**config.mk**
```make
export PLATFORM = sky130hd
export DESIGN_NAME = fog_intensity_lut
export DESIGN_NICKNAME = d
export VERILOG_FILES = /design/src/rtl/fog_intensity_lut_pkg.sv /design/src/rtl/fog_lut_ram.sv /design/src/rtl/fog_intensity_lut.sv
export SDC_FILE = /design/constraint.sdc
export NUM_CORES = 1
export LEC_CHECK = 0
export CAP_MARGIN = 10
export CORE_AREA = 2 2 401 403
export CTS_BUF_LIST = sky130_fd_sc_hd__clkbuf_8
export DETAILED_ROUTE_END_ITERATION = 12
export DIE_AREA = 0 0 403 405
export PLACE_DENSITY = 0.45
export SKIP_LAST_GASP = 1
export SYNTH_ARGS = -nofsm -noshare
export SYNTH_HDL_FRONTEND = slang
export SYNTH_SLANG_ARGS = --single-unit
export TNS_END_PERCENT = 100
```
**constraint.sdc**
```tcl
create_clock -name aclk -period 5 [get_ports aclk]
set_input_delay 0.75 -clock aclk [delete_from_list [all_inputs] [get_ports aclk]]
set_output_delay 0.75 -clock aclk [all_outputs]
set_load 0.02 [all_outputs]
```
**src/rtl/fog_intensity_lut_pkg.sv**
```systemverilog
// Shared definitions for the fog intensity LUT: table entry layout, intensity constants,
// loader state encoding and the small arithmetic helpers used by the evaluation pipeline.
package fog_intensity_lut_pkg;

  localparam int ENTRY_WIDTH = 32;
  localparam int BASE_WIDTH  = 16;
  localparam int SLOPE_WIDTH = 16;
  localparam int BASE_MSB    = 31;
  localparam int BASE_LSB    = 16;
  localparam int SLOPE_MSB   = 15;
  localparam int SLOPE_LSB   = 0;
  localparam int SUM_WIDTH   = 18;

  localparam logic [15:0] FOG_INTENSITY_ONE = 16'hFFFF;

  typedef enum logic [0:0] {
    LOADER_IDLE = 1'b0,
    LOADER_LOAD = 1'b1
  } loader_state_t;

  function automatic logic [BASE_WIDTH-1:0] entry_base(input logic [ENTRY_WIDTH-1:0] entry);
    return entry[BASE_MSB:BASE_LSB];
  endfunction

  function automatic logic signed [SLOPE_WIDTH-1:0] entry_slope(input logic [ENTRY_WIDTH-1:0] entry);
    return $signed(entry[SLOPE_MSB:SLOPE_LSB]);
  endfunction

  // Saturate the signed segment sum into the unsigned 16-bit intensity range.
  function automatic logic [15:0] clamp_intensity(input logic signed [SUM_WIDTH-1:0] sum);
    logic [15:0] result;
    if (sum < 18'sd0) begin
      result = 16'h0000;
    end else if (sum > 18'sh0FFFF) begin
      result = FOG_INTENSITY_ONE;
    end else begin
      result = sum[15:0];
    end
    return result;
  endfunction

endpackage

```
**src/rtl/fog_lut_ram.sv**
```systemverilog
// Simple dual-port table RAM: one write port, one registered read port with enable.
// Read-first on address collision; contents are never reset.
module fog_lut_ram
  import fog_intensity_lut_pkg::*;
#(
  parameter int ADDR_WIDTH = 5,
  parameter int DATA_WIDTH = ENTRY_WIDTH
) (
  input  logic                  clk,
  input  logic                  we,
  input  logic [ADDR_WIDTH-1:0] waddr,
  input  logic [DATA_WIDTH-1:0] wdata,
  input  logic                  re,
  input  logic [ADDR_WIDTH-1:0] raddr,
  output logic [DATA_WIDTH-1:0] rdata
);

  logic [DATA_WIDTH-1:0] mem [0:(1 << ADDR_WIDTH)-1];

  // Write port.
  always_ff @(posedge clk) begin
    if (we) begin
      mem[waddr] <= wdata;
    end
  end

  // Registered read; a same-cycle write is not yet visible, giving read-first behaviour.
  always_ff @(posedge clk) begin
    if (re) begin
      rdata <= mem[raddr];
    end
  end

endmodule

```
**src/rtl/fog_intensity_lut.sv**
```systemverilog
// Depth-to-fog-intensity converter: stream-loaded piecewise-linear table evaluated in a
// three-stage ce-gated pipeline, with an independent table loader.
module fog_intensity_lut
  import fog_intensity_lut_pkg::*;
#(
  parameter int DEPTH_WIDTH = 24,
  parameter int LUT_LOG2    = 5,
  parameter int FRAC_WIDTH  = 8
) (
  input  logic                   aclk,
  input  logic                   reset,
  input  logic                   ce,
  input  logic                   fogEnable,
  input  logic [DEPTH_WIDTH-1:0] depth,
  output logic [15:0]            intensity,
  input  logic                   s_lut_tvalid,
  output logic                   s_lut_tready,
  input  logic                   s_lut_tlast,
  input  logic [ENTRY_WIDTH-1:0] s_lut_tdata,
  output logic                   lut_busy
);

  localparam int PROD_WIDTH = SLOPE_WIDTH + FRAC_WIDTH + 1;
  localparam int LOW_BITS   = DEPTH_WIDTH - LUT_LOG2 - FRAC_WIDTH;

  loader_state_t            state, state_next;
  logic [LUT_LOG2-1:0]      wr_ptr, wr_ptr_next;
  logic                     ram_we;
  logic [LUT_LOG2-1:0]      ram_waddr;
  logic [ENTRY_WIDTH-1:0]   ram_rdata;

  logic [LUT_LOG2-1:0]      idx;
  logic [FRAC_WIDTH-1:0]    frac;
  logic                     unused_depth;

  logic [FRAC_WIDTH-1:0]    frac_d1;
  logic                     en_d1;
  logic signed [PROD_WIDTH-1:0] prod_d2;
  logic [BASE_WIDTH-1:0]    base_d2;
  logic                     en_d2;

  logic signed [PROD_WIDTH-1:0] slope_ext;
  logic signed [PROD_WIDTH-1:0] frac_ext;
  logic signed [PROD_WIDTH-1:0] prod;
  logic signed [PROD_WIDTH-1:0] base_ext;
  logic signed [SUM_WIDTH-1:0]  sum;

  assign idx          = depth[DEPTH_WIDTH-1 -: LUT_LOG2];
  assign frac         = depth[DEPTH_WIDTH-LUT_LOG2-1 -: FRAC_WIDTH];
  assign unused_depth = ^depth[LOW_BITS-1:0];
  assign s_lut_tready = 1'b1;

  fog_lut_ram #(
    .ADDR_WIDTH (LUT_LOG2),
    .DATA_WIDTH (ENTRY_WIDTH)
  ) u_ram (
    .clk   (aclk),
    .we    (ram_we),
    .waddr (ram_waddr),
    .wdata (s_lut_tdata),
    .re    (ce),
    .raddr (idx),
    .rdata (ram_rdata)
  );

  // Loader next-state: every valid beat is written; tlast always returns to IDLE with the pointer at 0.
  always_comb begin
    state_next  = state;
    wr_ptr_next = wr_ptr;
    ram_we      = 1'b0;
    ram_waddr   = wr_ptr;
    case (state)
      LOADER_IDLE: begin
        if (s_lut_tvalid) begin
          ram_we    = 1'b1;
          ram_waddr = {LUT_LOG2{1'b0}};
          if (s_lut_tlast) begin
            wr_ptr_next = {LUT_LOG2{1'b0}};
            state_next  = LOADER_IDLE;
          end else begin
            wr_ptr_next = LUT_LOG2'(1);
            state_next  = LOADER_LOAD;
          end
        end else begin
          state_next = LOADER_IDLE;
        end
      end
      LOADER_LOAD: begin
        if (s_lut_tvalid) begin
          ram_we = 1'b1;
          if (s_lut_tlast) begin
            wr_ptr_next = {LUT_LOG2{1'b0}};
            state_next  = LOADER_IDLE;
          end else begin
            wr_ptr_next = wr_ptr + LUT_LOG2'(1);
            state_next  = LOADER_LOAD;
          end
        end else begin
          state_next = LOADER_LOAD;
        end
      end
      default: begin
        state_next  = LOADER_IDLE;
        wr_ptr_next = {LUT_LOG2{1'b0}};
      end
    endcase
  end

  // Loader state, write pointer and busy flag.
  always_ff @(posedge aclk) begin
    if (reset) begin
      state    <= LOADER_IDLE;
      wr_ptr   <= {LUT_LOG2{1'b0}};
      lut_busy <= 1'b0;
    end else begin
      state    <= state_next;
      wr_ptr   <= wr_ptr_next;
      lut_busy <= (state_next == LOADER_LOAD);
    end
  end

  // Segment interpolation: slope times unsigned fraction, then base plus the scaled product.
  always_comb begin
    slope_ext = {{(PROD_WIDTH-SLOPE_WIDTH){ram_rdata[SLOPE_MSB]}}, entry_slope(ram_rdata)};
    frac_ext  = {{(PROD_WIDTH-FRAC_WIDTH){1'b0}}, frac_d1};
    prod      = slope_ext * frac_ext;
    base_ext  = $signed({{(PROD_WIDTH-BASE_WIDTH){1'b0}}, base_d2});
    sum       = SUM_WIDTH'(base_ext + (prod_d2 >>> FRAC_WIDTH));
  end

  // Evaluation pipeline; every stage holds while ce is low.
  always_ff @(posedge aclk) begin
    if (reset) begin
      frac_d1   <= {FRAC_WIDTH{1'b0}};
      en_d1     <= 1'b0;
      prod_d2   <= {PROD_WIDTH{1'b0}};
      base_d2   <= {BASE_WIDTH{1'b0}};
      en_d2     <= 1'b0;
      intensity <= FOG_INTENSITY_ONE;
    end else if (ce) begin
      frac_d1   <= frac;
      en_d1     <= fogEnable;
      prod_d2   <= prod;
      base_d2   <= entry_base(ram_rdata);
      en_d2     <= en_d1;
      intensity <= en_d2 ? clamp_intensity(sum) : FOG_INTENSITY_ONE;
    end
  end

endmodule

```
* Word-level counts from Yosys, hierarchy flattened
Memories as Yosys holds them, arrays and structs flattened. A register that Yosys moved wholly into a read port is not among the register bits.
Cells that the tools add are included.
** Word-level totals
- Register bits :: 73
- RAM bits :: 1024
- Input bits :: 62
- Output and inout bits :: 18
- Logic and storage cells :: 35
- Memories :: 1
** Operators by class
- Add/subtract/negate cells :: 2
- $mul :: 1
- Magnitude comparators :: 2
- Eq/ne operators :: 2
- Multiplexer cells :: 17
- Bitwise operators :: 1
- Reductions and logical operators :: 1
** Memory list
- u_ram.mem :: words 32, width 32, rd ports 1, clocked after memory_dff 1, write ports 1, line fog_lut_ram.sv:18 : logic [DATA_WIDTH-1:0] mem [0:(1 << ADDR_WIDTH)-1];
** Operators with widths (number)
- 16-bit 2-to-1 mux :: 3
- 16-bit by 9-bit multiplier with 25-bit output :: 1
- 5-bit 2-to-1 mux :: 5
- 17-bit by 17-bit adder with 18-bit output :: 1
- 18-bit by 17-bit > comparator with 1-bit output (second input constant) :: 1
- 18-bit by 1-bit less-than comparator with 1-bit output (second input constant) :: 1
- 5-bit one-hot mux with 2 select lines :: 1
- 1-bit 2-to-1 mux :: 7
- 5-bit by 1-bit adder with 5-bit output (second input constant) :: 1
- 2-bit inequality test (second input constant) :: 2
- 1-bit one-hot mux with 2 select lines :: 1
- 2-bit AND reduction :: 1
- 1-bit inverter :: 1

* Depth between registers and ports, before layout
Gate-level depths: netlist of the first run.
- Word-level depth :: 5
- Gate-level depth with buffers :: 19
- Gate-level depth less buffers :: 18

* Cells and area by module
From an unflattened synthesis of the first run, not the netlist that was laid out.
** Unflattened totals
- Cells, all modules :: 3117
- Area, all modules :: 48392.7 µm²
** Modules (own cells, without submodules)
- fog_lut_ram :: times used 1, cells an instance 2260, area an instance 40805.4 µm², seq. area each 31710.4 µm²
- fog_intensity_lut :: times used 1, cells an instance 857, area an instance 7587.3 µm², seq. area each 1301.2 µm²

* Least setup slack after synthesis of the first run
Ideal clock, no wire load.
- Kind :: register to register
- From :: register frac_d1[2]
- To :: register prod_d2[21]
- Library setup time :: 123 ps
- Arrival time :: 4573 ps
- Required time :: 4877 ps
- Setup slack :: 304 ps
- Cell stages (with the launch flop) :: 20
- Path buffers :: 2
- Clock period less this slack :: 4696 ps
- Path through :: dfxtp_1 > clkbuf_1 > clkbuf_1 > nand2_1 > fa_1 > inv_1 > fa_1 > fa_1 > inv_1 > fa_1 > inv_1 > ha_1 > and3_1 > and3_1 > o2111ai_1 > a21oi_1 > or3_1 > a21oi_1 > xor2_1 > o21ai_1
** Between the ends
- Cells in the longest elaborated chain, start to end :: 1
** Ends and longest elaborated chain
- start: declaration :: line fog_intensity_lut.sv:36 : logic [FRAC_WIDTH-1:0] frac_d1;
- start signal: assignment :: line fog_intensity_lut.sv:134 : frac_d1 <= {FRAC_WIDTH{1'b0}};
- start signal: assignment :: line fog_intensity_lut.sv:141 : frac_d1 <= frac;
- 16-bit by 9-bit multiplier with 25-bit output :: line fog_intensity_lut.sv:126 : prod = slope_ext * frac_ext;
- end signal: assignment :: line fog_intensity_lut.sv:136 : prod_d2 <= {PROD_WIDTH{1'b0}};
- end signal: assignment :: line fog_intensity_lut.sv:143 : prod_d2 <= prod;
- end: declaration :: line fog_intensity_lut.sv:38 : logic signed [PROD_WIDTH-1:0] prod_d2;
Every way passes these cells.
A chain may end at the register's enable or synchronous reset.

* Worst setup path after layout of the first run
- From :: register frac_d1[0]
- To :: register prod_d2[23]
Same word-level chain as after synthesis.

==> reports/qor.log, run 1 <==
qor: global_routing.grt_start_max_net_pins 56
qor: sta.fin_crit_sh 0.950
qor: clock_network.ctsLongestPathBuffers 3
qor: yosys.post_synth_edffs 1056
qor: yosys.synth.largest_area_cell sky130_fd_sc_hd__edfxtp_1
qor: yosys.post_synth_inst_count 2387
qor: clock_network.post_cts_hold_buffers 0
qor: layout.share_of_cells_above_drive_strength_1 0.275
qor: global_routing.globalRouteTotalUtil 0.153
qor: yosys.dominantRegCellSynth sky130_fd_sc_hd__edfxtp_1
qor: yosys.synth.distinct_cells 64
qor: die.design.portCount 80
qor: clock_network.clock_insertion_delay_worst_skew 900 ps
qor: min_path.hold_class in -> reg
qor: sta.slew_headroom 0.236
qor: yosys.synth.net_count 2614
qor: clock_network.cts_root_buf sky130_fd_sc_hd__clkbuf_8
qor: routing.detail_route.wl_per_cell 25.2 um
qor: routing.drt_pre_antenna_iters 5
qor: global_routing.grt.overflow.total 0
qor: die.die_y 405 um
qor: routing.initialDrtViolationCount 1881
qor: global_routing.number_of_global_route_vias_before_repair 25300
qor: yosys.ys_async_sr_fraction 0
qor: sta.hold_slack 232 ps
qor: layout.nNetsFinal 2886
qor: layout.synthesis_to_layout_area_growth 16.7%
qor: clock_network.tritoncts_buffers 192
qor: routing.final_antenna_net_count 0
qor: power.worst_ir_drop_vdd 0.000251 V
qor: critical_path.crit_type reg -> reg
qor: sta.finalSetupTns 0 ps
qor: clock_network.cts-htree-levels 4
qor: layout.post-route-util 0.347
qor: global_routing.first_pass_grt_wire_length 179 mm
qor: die.rows 147
qor: run.maxCapViolations 0
qor: clock_network.worst_setup_hold_path_clk_slew 60 ps
qor: placement.placed_area 51500 sq um
qor: sta.worst_pin_slew 1140 ps
qor: power.total_leakage_power 18.6 nW
qor: sta.minimum_clock_period_after_layout 4750 ps
qor: routing.via_count 23400
qor: sta.timing.final.hold_violations 0
qor: placement.gpl.final_weighted_congestion 0.766
qor: critical_path.worst-path-max-fanout 8
qor: sta.finClkSkew 53.6 ps
qor: sta.final-max-slew-violation-count 0
qor: yosys.ys_warn_count 0
qor: routing.wirelength 123 mm
qor: placement.detailed_place_hpwl 72.4 mm
qor: layout.final_cell_area 55300 sq um
qor: layout.mostFrequentLayoutCells sky130_fd_sc_hd__edfxtp_1, sky130_fd_sc_hd__mux4_2, sky130_fd_sc_hd__inv_1
qor: global_routing.antenna_found_initial 10
qor: sta.setup_viol 0
qor: placement.placement.setup.worst_slack -46.8 ps
qor: critical_path.cp.arrival 5470 ps
qor: critical_path.worst_ep_required_time 5720 ps
qor: status.status finished, final reports clean
qor: die.initial_utilization 0.298
qor: yosys.post_synth_main_area_contributors sky130_fd_sc_hd__edfxtp_1, sky130_fd_sc_hd__mux4_2, sky130_fd_sc_hd__fa_1
qor: critical_path.setup.worst_path.end_class flop
qor: power.cellPowerDensity 368 nW/um^2
qor: yosys.synth_sequential_area_ratio 0.697
qor: die.core-area 159000 sq um
qor: yosys.synth.avg_cell_area 19.9 sq um
qor: routing.remaining_drc_errors 0
qor: yosys.post-synth-top-area-fraction 0.669
qor: placement.buffer_ports.inserted 67
qor: routing.detail_route.vias_per_cell 4.76
qor: critical_path.critPathLaunchType flop
qor: yosys.ys_ff_latch 1121
qor: yosys.synth_area 47400 sq um
qor: die.die_w 403 um
qor: sta.worst_slack 249 ps
qor: clock_network.clkSinkCount 1121
qor: die.floorplan.die_area 163000 sq um
qor: sta.achievable-frequency 0.210 GHz
qor: clock_network.tritoncts built
qor: layout.layout.cells.most_common sky130_fd_sc_hd__edfxtp_1
## path summary, 6_finish.rpt
check | from | to | slack [ps] | cells after the start
worst max register to register | frac_d1[0] | prod_d2[23] | 250 | 18
worst max-delay path | frac_d1[0] | prod_d2[23] | 250 | 18
worst min register to register | en_d1 | en_d2 | 470 | 2
worst min-delay path | reset | wr_ptr[3] | 230 | 2
## cell families (layout without fill, tap and decap cells)
kind of cell,after synthesis,after routing,share of synthesized area
mux,387,387,0.167
fa+ha+maj,165,165,0.0597
compound gates,109,109,0.0154
simple gates,318,318,0.0323
buf+inv,257,685,0.0236
flops,1121,1121,0.697
other cells,1,3,0.0000791
xor+xnor,29,29,0.00536
## flip-flops by register name, summed over array words and instances, names as in the netlist, named ones only
name and count:
en_d1 1, intensity 16, frac_d1 8, wr_ptr 5
en_d2 1, u_ram.mem 1024, u_ram.rdata 32, prod_d2 17
base_d2 16
## power by group
group          total [mW]  internal, mW  switching (mW)
Sequential           10.5          10.4           0.109
Clock                7.86          4.03            3.84
Combinational        1.98         0.875            1.11
Total                20.3          15.3            5.05
## worst max-delay path, stage by stage, from the launching register on
cell                        delay (ps)
sky130_fd_sc_hd__dfxtp_4           400
sky130_fd_sc_hd__buf_12            140
sky130_fd_sc_hd__nand2_1           110
sky130_fd_sc_hd__inv_1              80
sky130_fd_sc_hd__fa_1              510
sky130_fd_sc_hd__fa_1              520
sky130_fd_sc_hd__inv_1              60
sky130_fd_sc_hd__fa_1              490
sky130_fd_sc_hd__fa_1              490
sky130_fd_sc_hd__inv_1              40
sky130_fd_sc_hd__ha_1              320
sky130_fd_sc_hd__and3_4            200
sky130_fd_sc_hd__and3_1            170
sky130_fd_sc_hd__o2111ai_2         150
sky130_fd_sc_hd__a21oi_2           210
sky130_fd_sc_hd__nor3_1            110
sky130_fd_sc_hd__o41ai_2           370
sky130_fd_sc_hd__xnor2_1           160
sky130_fd_sc_hd__o21ai_1            70
## synth_stat cells, types with 21 or more instances
cell type                     n
sky130_fd_sc_hd__edfxtp_1  1056
sky130_fd_sc_hd__mux4_2     320
sky130_fd_sc_hd__inv_1      152
sky130_fd_sc_hd__fa_1       102
sky130_fd_sc_hd__nand2_1     95
sky130_fd_sc_hd__nor2_1      95
sky130_fd_sc_hd__dfxtp_1     65
sky130_fd_sc_hd__ha_1        63
sky130_fd_sc_hd__and2_1      60
sky130_fd_sc_hd__clkbuf_1    56
sky130_fd_sc_hd__mux2i_1     34
sky130_fd_sc_hd__mux2_2      33
sky130_fd_sc_hd__a21oi_1     26
sky130_fd_sc_hd__o21ai_0     21
## cell type report
type | instances | area, sq um
inverter | 153 | 574
timing repair buffer | 182 | 1920
clock inverter | 155 | 928
multi-input combinational | 1009 | 13600
tap | 2086 | 2610
sequential | 1121 | 33000
antenna | 2 | 5.00
clock buffer | 195 | 2680
fill | 15000 | 104000
## repair_timing
action | in CTS | in global routing
setup endpoints to repair | 4 | 6
setup buffers | 0 | 12
gates resized for setup | 1 | 13
pin swaps | 0 | 3
## metrics by stage
step                      total power [mW]  instances
after floorplan                       11.9       2387
after global placement                12.6       4539
after detailed placement              12.7       4539
after CTS                             20.6       4889
after global routing                  21.3       4902
final                                 20.3       4903
## layer usage
metal | part of all wire | GRT usage
met1 | 0.44 | 0.204
met2 | 0.49 | 0.252
met4 | 0.025 | 0.0455
met5 | 0.00034 | 0
met3 | 0.047 | 0.0317
(Power assumes the default switching activity.)
==> inputs of run 2 (changes only) <==
CAP_MARGIN = 15   (was 10)
==> reports/qor.log, run 2 (same netlist as run 1, synthesis figures left out) <==
qor: layout.nNetsFinal 2892 [+0.21%]
qor: critical_path.worst_path_largest_cell_delay 520 ps [about the same]
qor: layout.layout.cells.most_common sky130_fd_sc_hd__edfxtp_1
qor: layout.synthesis_to_layout_area_growth 16.9%
qor: global_routing.first_pass_grt_wire_length 179 mm [unchanged]
qor: sta.achievable-frequency 0.211 GHz [+0.11%]
qor: critical_path.critical-path-top-delay-family adder cells
qor: power.cellPowerDensity 367 nW/um^2 [-0.21%]
qor: die.floorplan.die_area 163000 sq um [unchanged]
qor: critical_path.cp.arrival 5470 ps [about the same]
qor: routing.final_antenna_net_count 0 [unchanged]
qor: layout.largest_register_ff_count 1024 [unchanged]
qor: die.die_w 403 um [unchanged]
qor: global_routing.grt.overflow.total 0 [unchanged]
qor: die.design.portCount 80 [unchanged]
qor: sta.finClkSkew 48.9 ps [-4.71 ps]
qor: die.core-area 159000 sq um [unchanged]
qor: clock_network.clkSinkCount 1121 [unchanged]
qor: min_path.hold_class in -> reg
qor: clock_network.ctsLongestPathBuffers 3 [unchanged]
qor: clock_network.tritoncts built
qor: critical_path.critical_path_buf_inv_count 4 [unchanged]
qor: clock_network.cts_root_buf sky130_fd_sc_hd__clkbuf_8
qor: die.rows 147 [unchanged]
qor: sta.worst_slack 255 ps [+5.32 ps]
qor: clock_network.clock_insertion_delay_worst_skew 900 ps [about the same]
qor: sta.slew_headroom 0.258 [+0.0220]
qor: critical_path.worst-path-max-fanout 8 [unchanged]
qor: global_routing.antenna_found_initial 10 [unchanged]
qor: sta.minimum_clock_period_after_layout 4750 ps [-5.32 ps]
qor: clock_network.cts-htree-levels 4 [unchanged]
qor: critical_path.worst_ep_required_time 5720 ps [about the same]
qor: layout.largest_regs u_ram.mem x1024, u_ram.rdata x32, prod_d2 x17
qor: sta.fin_crit_sh 0.949 [-0.00106]
qor: global_routing.grt.met2_usage 0.252 [unchanged]
qor: sta.worst_pin_slew 1110 ps [-32.9 ps]
qor: critical_path.critical-path-slowest-cell sky130_fd_sc_hd__fa_1
qor: routing.via_count 23400 [+0.24%]
qor: critical_path.setup.worst_path.end_class flop
qor: status.status finished, final reports clean
qor: critical_path.cp_cell_sequence buf_12, nand2_1, inv_1, fa_1, fa_1, inv_1, fa_1, fa_1, inv_1, ha_1, and3_4, and3_1, o2111ai_2, a21oi_2, nor3_1, o41ai_2, xnor2_1, o21ai_1
qor: routing.wirelength 123 mm [about the same]
qor: sta.setup_viol 0 [unchanged]
qor: critical_path.critPathLaunchType flop
qor: clock_network.post_cts_hold_buffers 0 [unchanged]
qor: die.initial_utilization 0.298 [unchanged]
qor: clock_network.tritoncts_buffers 192 [unchanged]
qor: sta.final-max-slew-violation-count 0 [unchanged]
qor: sta.hold_slack 233 ps [+0.986 ps]
qor: power.total_leakage_power 18.7 nW [+0.32%]
qor: routing.detail_route.vias_per_cell 4.77 [+0.12%]
qor: power.worst_ir_drop_vdd 0.000250 V [-0.34%]
qor: global_routing.globalRouteTotalUtil 0.153 [unchanged]
qor: placement.gpl.final_weighted_congestion 0.766 [unchanged]
qor: placement.detailed_place_hpwl 72.4 mm [unchanged]
qor: global_routing.grt_util_met1 0.204 [unchanged]
qor: global_routing.busiest_layer met2
qor: critical_path.most_numerous_cell_on_the_critical_path sky130_fd_sc_hd__fa_1
qor: placement.buffer_ports.inserted 67 [unchanged]
qor: global_routing.number_of_global_route_vias_before_repair 25300 [unchanged]
qor: routing.detail_route.wl_per_cell 25.2 um [-0.13%]
qor: layout.regMostFlops u_ram.mem
qor: clock_network.worst_setup_hold_path_clk_slew 60 ps [about the same]
qor: layout.mostFrequentLayoutCells sky130_fd_sc_hd__edfxtp_1, sky130_fd_sc_hd__mux4_2, sky130_fd_sc_hd__inv_1
qor: layout.post-route-util 0.348 [+0.000786]
qor: sta.timing.final.hold_violations 0 [unchanged]
qor: critical_path.crit_type reg -> reg
qor: die.die_y 405 um [unchanged]
qor: placement.placement.setup.worst_slack -46.8 ps [unchanged]
qor: routing.drt_pre_antenna_iters 5 [unchanged]
qor: run.maxCapViolations 0 [unchanged]
qor: routing.remaining_drc_errors 0 [unchanged]
qor: global_routing.grt_start_max_net_pins 56 [unchanged]
qor: global_routing.grt_met3_usage 0.0317 [unchanged]
qor: layout.share_of_cells_above_drive_strength_1 0.277 [+0.00154]
qor: sta.finalSetupTns 0 ps [unchanged]
qor: routing.initialDrtViolationCount 1823 [-3.1%]
-- run 2: worst paths after layout --
check        slack [ps]          end        start  cells after the start
max reg2reg         250  prod_d2[23]   frac_d1[0]                     18
min                 230    wr_ptr[3]        reset                      2
max                 250  prod_d2[23]   frac_d1[0]                     18
min reg2reg         470  prod_d2[23]  prod_d2[23]                      2
-- run 2: metrics by stage --
stage | area (sq um) | power (mW) | std cells
floorplan | 47400 | 11.9 | 2387
global placement | 51500 | 12.6 | 4539
detailed placement | 51500 | 12.7 | 4539
CTS | 55100 | 20.6 | 4889
global route | 55400 | 21.3 | 4908
finish | 55400 | 20.3 | 4909
-- run 2: final cells by class --
cell class / instances / area, sq um
Multi-Input combinational cell: 1009 / 13600
Fill cell: 15000 / 104000
Sequential cell: 1121 / 33000
Antenna cell: 2 / 5.00
Tap cell: 2086 / 2610
Clock buffer: 195 / 2680
Timing Repair Buffer: 188 / 2040
Clock inverter: 155 / 928
Inverter: 153 / 574
-- run 2: timing repair --
action / CTS / global route
pin swaps: 0 / 3
setup buffers: 0 / 12
endpoints found under the hold margin: 0 / 0
resized for setup: 1 / 13
endpoints found under the setup margin: 4 / 6
-- run 2: power by group --
| group | leakage (nW) | switching, mW | total (mW) | internal, mW |
|---|---|---|---|---|
| clock network | 2.04 | 3.83 | 7.86 | 4.03 |
| registers | 10.1 | 0.109 | 10.5 | 10.4 |
| logic | 6.54 | 1.11 | 1.99 | 0.884 |
-- run 2: worst register-to-register path, delay by kind of cell (launching register included) --
kind | cells | cell delay [ps]
adder cells (fa/ha/maj) | 5 | 2330
flip-flops | 1 | 400
buffers and inverters | 4 | 320
AND/OR/NAND/NOR | 4 | 590
XOR/XNOR | 1 | 160
AO/OA/AOI/OAI | 4 | 800
-- run 2: routing by layer --
metal  share of wire  vias up
met5         0.00034        -
met4           0.025        6
met3           0.050      194
met2            0.49      599
met1            0.44    12600
li1                -    10000
